### src/rtl/eth_pkg.sv
// Shared Ethernet receive definitions: CRC-32 constants, frame limits,
// the byte-wide CRC helper and the checker FSM state type.
package eth_pkg;

  localparam logic [31:0] CRC32_POLY    = 32'hEDB88320;
  localparam logic [31:0] CRC32_INIT    = 32'hFFFFFFFF;
  localparam logic [31:0] CRC32_RESIDUE = 32'hDEBB20E3;
  localparam int          ETH_MIN_FRAME = 64;

  typedef enum logic {
    S_IDLE     = 1'b0,
    S_IN_FRAME = 1'b1
  } state_t;

  // Reflected CRC-32, one byte absorbed LSB first.
  function automatic logic [31:0] crc32_byte(input logic [31:0] crc,
                                             input logic [7:0]  data);
    logic [31:0] c;
    c = crc;
    for (int i = 0; i < 8; i++) begin
      if (c[0] ^ data[i]) c = (c >> 1) ^ CRC32_POLY;
      else                c = c >> 1;
    end
    return c;
  endfunction

endpackage

### src/rtl/eth_crc32_d8.sv
// Byte-wide CRC-32 register. init restarts from CRC32_INIT on the same
// beat that absorbs the byte; crc_next_o is the value after this byte.
module eth_crc32_d8
  import eth_pkg::*;
(
  input  logic        clk_i,
  input  logic        rst_ni,
  input  logic        init_i,
  input  logic        en_i,
  input  logic [7:0]  data_i,
  output logic [31:0] crc_o,
  output logic [31:0] crc_next_o
);

  logic [31:0] crc_q;

  assign crc_next_o = crc32_byte(init_i ? CRC32_INIT : crc_q, data_i);
  assign crc_o      = crc_q;

  always_ff @(posedge clk_i) begin
    if (!rst_ni)   crc_q <= CRC32_INIT;
    else if (en_i) crc_q <= crc_next_o;
  end

endmodule

### src/rtl/eth_rx_fcs_check.sv
// Receive frame checker: validates CRC-32 and length, strips the FCS through
// a 4-byte delay line, ends every frame with one eop/error status beat.
module eth_rx_fcs_check
  import eth_pkg::*;
#(
  parameter int DATA_WIDTH = 8,
  parameter int MAX_LEN    = 1518,
  parameter int CNT_WIDTH  = 32
) (
  input  logic                  mac_clk,
  input  logic                  mac_rst_n,
  input  logic                  in_startofpacket,
  input  logic                  in_endofpacket,
  input  logic                  in_valid,
  input  logic [DATA_WIDTH-1:0] in_data,
  input  logic                  in_error,
  output logic                  out_startofpacket,
  output logic                  out_endofpacket,
  output logic                  out_valid,
  output logic [DATA_WIDTH-1:0] out_data,
  output logic                  out_error,
  output logic [CNT_WIDTH-1:0]  frames_ok,
  output logic [CNT_WIDTH-1:0]  frames_bad,
  output state_t                dbg_state_o,
  output logic [31:0]           dbg_crc_o
);

  // Handshake: in_valid qualifies every input beat, there is no backpressure;
  // out_valid qualifies every output beat and the consumer must always accept.

  state_t                          state_q, state_d;
  logic [10:0]                     cnt_q, cnt_d, cnt_inc;
  logic                            err_q, err_d;
  logic [3:0][DATA_WIDTH-1:0]      dl_q, dl_d;
  logic [2:0]                      dl_cnt_q, dl_cnt_d;
  logic                            sent_q, sent_d;
  logic                            ov_d, osop_d, oeop_d, oerr_d;
  logic [DATA_WIDTH-1:0]           odata_d;
  logic                            crc_init, crc_en, bad;
  logic [31:0]                     crc_next;

  eth_crc32_d8 u_crc (
    .clk_i      (mac_clk),
    .rst_ni     (mac_rst_n),
    .init_i     (crc_init),
    .en_i       (crc_en),
    .data_i     (in_data),
    .crc_o      (dbg_crc_o),
    .crc_next_o (crc_next)
  );

  assign crc_init    = in_valid & in_startofpacket;
  assign crc_en      = in_valid & (in_startofpacket | (state_q == S_IN_FRAME));
  assign cnt_inc     = (cnt_q == 11'h7FF) ? cnt_q : cnt_q + 11'd1;
  assign bad         = (crc_next != CRC32_RESIDUE) ||
                       (32'(cnt_inc) < ETH_MIN_FRAME) ||
                       (32'(cnt_inc) > MAX_LEN) ||
                       err_q || in_error;
  assign dbg_state_o = state_q;

  always_comb begin
    state_d  = state_q;
    cnt_d    = cnt_q;
    err_d    = err_q;
    dl_d     = dl_q;
    dl_cnt_d = dl_cnt_q;
    sent_d   = sent_q;
    ov_d     = 1'b0;
    osop_d   = 1'b0;
    oeop_d   = 1'b0;
    oerr_d   = 1'b0;
    odata_d  = out_data;
    if (in_valid && in_startofpacket) begin
      // A sop inside a frame closes the old frame as truncated.
      if (state_q == S_IN_FRAME) begin
        ov_d    = 1'b1;
        oeop_d  = 1'b1;
        oerr_d  = 1'b1;
        osop_d  = !sent_q;
        odata_d = (dl_cnt_q == 3'd4) ? dl_q[3] : '0;
      end else if (in_endofpacket) begin
        ov_d    = 1'b1;
        osop_d  = 1'b1;
        oeop_d  = 1'b1;
        oerr_d  = 1'b1;
        odata_d = '0;
      end
      cnt_d    = 11'd1;
      err_d    = in_error;
      dl_d[0]  = in_data;
      dl_cnt_d = 3'd1;
      sent_d   = 1'b0;
      state_d  = in_endofpacket ? S_IDLE : S_IN_FRAME;
      if (in_endofpacket) dl_cnt_d = 3'd0;
    end else if (in_valid && (state_q == S_IN_FRAME)) begin
      cnt_d    = cnt_inc;
      err_d    = err_q | in_error;
      dl_d     = {dl_q[2:0], in_data};
      dl_cnt_d = (dl_cnt_q == 3'd4) ? 3'd4 : dl_cnt_q + 3'd1;
      if (dl_cnt_q == 3'd4) begin
        ov_d    = 1'b1;
        osop_d  = !sent_q;
        odata_d = dl_q[3];
        sent_d  = 1'b1;
      end
      if (in_endofpacket) begin
        if (cnt_inc >= 11'd5) begin
          oeop_d = 1'b1;
          oerr_d = bad;
        end else begin
          ov_d    = 1'b1;
          osop_d  = 1'b1;
          oeop_d  = 1'b1;
          oerr_d  = 1'b1;
          odata_d = '0;
        end
        state_d  = S_IDLE;
        dl_cnt_d = 3'd0;
        sent_d   = 1'b0;
      end
    end
  end

  always_ff @(posedge mac_clk) begin
    if (!mac_rst_n) begin
      state_q           <= S_IDLE;
      cnt_q             <= '0;
      err_q             <= 1'b0;
      dl_q              <= '0;
      dl_cnt_q          <= '0;
      sent_q            <= 1'b0;
      out_valid         <= 1'b0;
      out_startofpacket <= 1'b0;
      out_endofpacket   <= 1'b0;
      out_error         <= 1'b0;
      out_data          <= '0;
    end else begin
      state_q           <= state_d;
      cnt_q             <= cnt_d;
      err_q             <= err_d;
      dl_q              <= dl_d;
      dl_cnt_q          <= dl_cnt_d;
      sent_q            <= sent_d;
      out_valid         <= ov_d;
      out_startofpacket <= osop_d;
      out_endofpacket   <= oeop_d;
      out_error         <= oerr_d;
      out_data          <= odata_d;
    end
  end

  // Statistics follow the registered status beat, one cycle behind it.
  always_ff @(posedge mac_clk) begin
    if (!mac_rst_n) begin
      frames_ok  <= '0;
      frames_bad <= '0;
    end else if (out_valid && out_endofpacket) begin
      if (out_error) frames_bad <= frames_bad + 1'b1;
      else           frames_ok  <= frames_ok + 1'b1;
    end
  end

endmodule

### config.mk
export PLATFORM = sky130hd
export DESIGN_NAME = eth_rx_fcs_check
export DESIGN_NICKNAME = d
export VERILOG_FILES = /design/src/rtl/eth_pkg.sv /design/src/rtl/eth_crc32_d8.sv /design/src/rtl/eth_rx_fcs_check.sv
export SDC_FILE = /design/constraint.sdc
export NUM_CORES = 1
export LEC_CHECK = 0
export CAP_MARGIN = 10
export CORE_MARGIN = 10
export CORE_UTILIZATION = 40
export CTS_BUF_LIST = sky130_fd_sc_hd__clkbuf_4 sky130_fd_sc_hd__clkbuf_8 sky130_fd_sc_hd__clkbuf_16
export CTS_CLUSTER_SIZE = 20
export DETAILED_ROUTE_END_ITERATION = 16
export DONT_BUFFER_PORTS = 1
export PLACE_DENSITY_LB_ADDON = 0.12
export SETUP_SLACK_MARGIN = 0.5
export SLEW_MARGIN = 0
export SYNTH_ARGS = -nofsm -noshare
export SYNTH_HDL_FRONTEND = slang
export SYNTH_SLANG_ARGS = --single-unit
### constraint.sdc
create_clock -name mac_clk -period 4.5 [get_ports mac_clk]
set_input_delay 0.45 -clock mac_clk [delete_from_list [all_inputs] [get_ports mac_clk]]
set_output_delay 0.45 -clock mac_clk [all_outputs]
set_load 0.05 [all_outputs]
==> metrics.md <==
| Metric | Value |
|---|---|
| Commonest non-fill, non-tap cells in the layout | dfxtp_1 (157), nand2_1 (138), xnor2_1 (102) |
| Clk root buf | clkbuf_16 |
| Wire length per cell | 18.28 um |
| Overall power | 3884 uW |
| Max capacitance violation total | 0 |
| Commonest non-fill, non-tap cell in the layout | dfxtp_1 |
| CP Class | reg -> reg |
| Fin crit period | 3.102 ns |
| Fin Setup TNS | 0 ns |
| Vias in the first global route | 6356 |
| Avg Cell Area, Syn | 8.578 sq um |
| Fraction of registers with async set/reset | 0 |
| Die Area | 0.02748 sq mm |
| Worst slew pin tran | 0.9334 ns |
| Post-CTS sizing | 0 |
| Detail Placement HPWL | 16.12 mm |
| CTS tree | built |
| Final #Nets | 977 |
| Final core occ | 0.4412 |
| Filler cell count | 2116 |
| Status | finished clean |
| YS warnings | 0 |
| Synth unique cells | 70 |
| Die W | 165.8 um |
| Vias per std cell | 5.378 |
| Clk_lat worst skew | 0.44 ns |
| Share of cells above drive strength 1 | 0.06289 |
| Yosys reg bits | 157 |
| Clock Skews | 0.01735 ns |
| Leak | 0.003344 uW |
| Drt initial violations | 486 |
| Element type at the critical path end | flop |
| Cells after DPL | 1213 |
| 1st-pass router iterations | 5 |
| First-pass GRT wire length | 36.64 mm |
| Seq/Total Area, Yosys | 0.3697 |
| Total number of vias | 6696 |
| WP data required | 4.80 ns |
| Largest net degree at the start of global routing | 148 |
| Fmax | 0.3223 GHz |
| TritonCTS buffer count | 17 |
| Non-Filler Instances | 1245 |
| Die height | 165.8 um |
| Placed cell area | 0.008626 sq mm |
| Final setup violation count | 0 |
| Total global-route track usage | 0.1619 |
| Crit start category | flop |
| Post-synth EDFFs | 0 |
| Antenna-violating nets left | 0 |
| Core Area | 0.02096 sq mm |
| Period utilization | 0.6894 |
| Max VDD drop | 0.0002610 V |
| Antenna violations before repair | 1 |
| Worst-path fanout max | 7 |
| Starting density of the core | 0.4057 |
| GPL Wtd Cong | 0.8998 |
| Placement Rows | 53 |
| Number of I/O pins | 123 |
| Netlist Area Pre-Place | 0.008501 sq mm |
| DRC | 0 |
| Final hold violations | 0 |
| H-Tree Level Count | 4 |
| Final Max Tran Viols | 0 |
| CTS Buffer Depth | 2 |
| TritonCTS Sinks | 157 |
| Slew headroom | 0.3762 |
| Predominant post-synthesis flop cell | dfxtp_1 |
| Synth Net Count | 1011 |
| Gr ovfl total | 0 |
| WP data arrival | 3.40 ns |
| Clock transition at the registers of the reported paths | 0.07 ns |
| Design Area, Final | 0.009245 sq mm |
| Pwr Density | 420.2 mW/mm^2 |
| # port buffers | 0 |
| Area growth syn-to-layout | 8.758% |
| Hold crit path type | in -> reg |
| Synth Instances | 991 |
| Postcts setup bufs | 0 |
| CTS hold repair buffers | 0 |
| RSZ-0062 raised after global routing | false |
| Diodes inserted | 0 |
| Routed WL | 22.76 mm |
-- path summary, 6_finish.rpt --
kind	start	to	slack, ns	cells after the start
setup / recovery	u_crc.crc_o[7]	out_error	1.40	11
hold / removal	in_endofpacket	sent_q	0.12	1
setup reg to reg	u_crc.crc_o[7]	out_error	1.40	11
hold reg to reg	dl_q[12]	dl_q[20]	0.46	2
-- where the power goes --
group          switching, uW  internal (uW)  leakage [uW]
Combinational            404            338       0.00177
Clock                    702            804      0.000299
Sequential               200           1440       0.00127
Total                   1310           2580       0.00334
-- registers in the layout (all words and copies together) (netlist names) --
name / count
cnt_q: 11
dbg_state_o: 1
dl_cnt_q: 3
dl_q: 32
err_q: 1
frames_bad: 32
frames_ok: 32
out_data: 8
out_endofpacket: 1
out_error: 1
out_startofpacket: 1
out_valid: 1
sent_q: 1
u_crc.crc_o: 32
-- critical path, stage by stage (launching register included) --
cell and delay, ns:
dfxtp_1 0.77, xnor2_1 0.16, o21ai_1 0.32, nand2_1 0.31, inv_1 0.13, ha_1 0.15, nor4b_1 0.22, nand3_1 0.12
nor3_1 0.17, o211ai_1 0.12, a2111oi_1 0.36, a31oi_1 0.13
-- Yosys cell counts, types with 2 or more instances --
cell type	instances	share of area
buf_6	4	0.0053
and2_1	59	0.043
a31oi_1	5	0.0037
clkbuf_1	32	0.014
inv_1	14	0.0062
xnor2_2	2	0.0038
nor2b_1	8	0.0059
buf_1	5	0.0022
buf_4	5	0.0044
buf_2	18	0.011
and4_1	8	0.0082
dfxtp_1	157	0.37
a211oi_1	8	0.0071
nand3b_1	2	0.0018
and3_1	15	0.011
xor2_1	28	0.029
o211ai_1	17	0.015
o41ai_1	2	0.0021
nand2_1	138	0.061
a21boi_0	44	0.039
nor4_1	7	0.0052
a32o_1	8	0.0094
o21ai_0	39	0.023
nor4_2	2	0.0029
nand4_1	22	0.016
xnor2_1	102	0.11
or3_1	17	0.013
nor3_1	15	0.0088
nand3_1	37	0.022
nand2b_1	3	0.0022
o2111ai_1	2	0.0021
nand4b_1	2	0.0021
xor3_1	2	0.0056
a21oi_1	31	0.018
a22oi_1	4	0.0035
nor2_2	2	0.0015
o21a_1	3	0.0026
ha_1	6	0.0088
xnor3_1	10	0.026
o22ai_1	6	0.0044
o211a_1	2	0.0024
mux2i_1	7	0.0082
nor2_1	64	0.028
-- cells by family (layout without fill, tap and decap cells) --
| family | count (synthesis) | count (layout) | synth area share |
|---|---|---|---|
| buffers and inverters | 79 | 58 | 0.04342 |
| muxes | 7 | 7 | 0.008243 |
| DFF | 157 | 157 | 0.3697 |
| AOI/OAI and AO/OA | 183 | 183 | 0.1459 |
| xor gates and xnor gates | 147 | 147 | 0.1778 |
| and+or+nand+nor | 412 | 412 | 0.2461 |
| adders and majority gates | 6 | 6 | 0.008831 |
-- metal layers --
layer	wire length [um]	track usage
met5	0	0
met4	430	0.05008
met3	1908	0.05963
met2	9964	0.2486
met1	10460	0.2062
-- stage by stage --
| stage | setup WS (ns) | hold slack [ns] |
|---|---|---|
| CTS | 1.432 | 0.08171 |
| global route | 1.115 | 0.1088 |
| detailed placement | 1.437 | 0.4552 |
| floorplan | 1.748 | 0.4412 |
| finish | 1.398 | 0.1178 |
| global placement | 1.552 | 0.4516 |
-- area by class of cell --
cell class                 instances  area [sq um]  share of cell area
multi-input combinational        755          4996              0.5404
sequential                       157          3143              0.3400
inverter                          14         52.55            0.005684
timing repair buffer              12         90.09            0.009744
clock inverter                    15         193.9             0.02098
clock buffer                      17         425.4             0.04601
tap                              275         344.1             0.03722
Power figures use the tool's default switching activity.
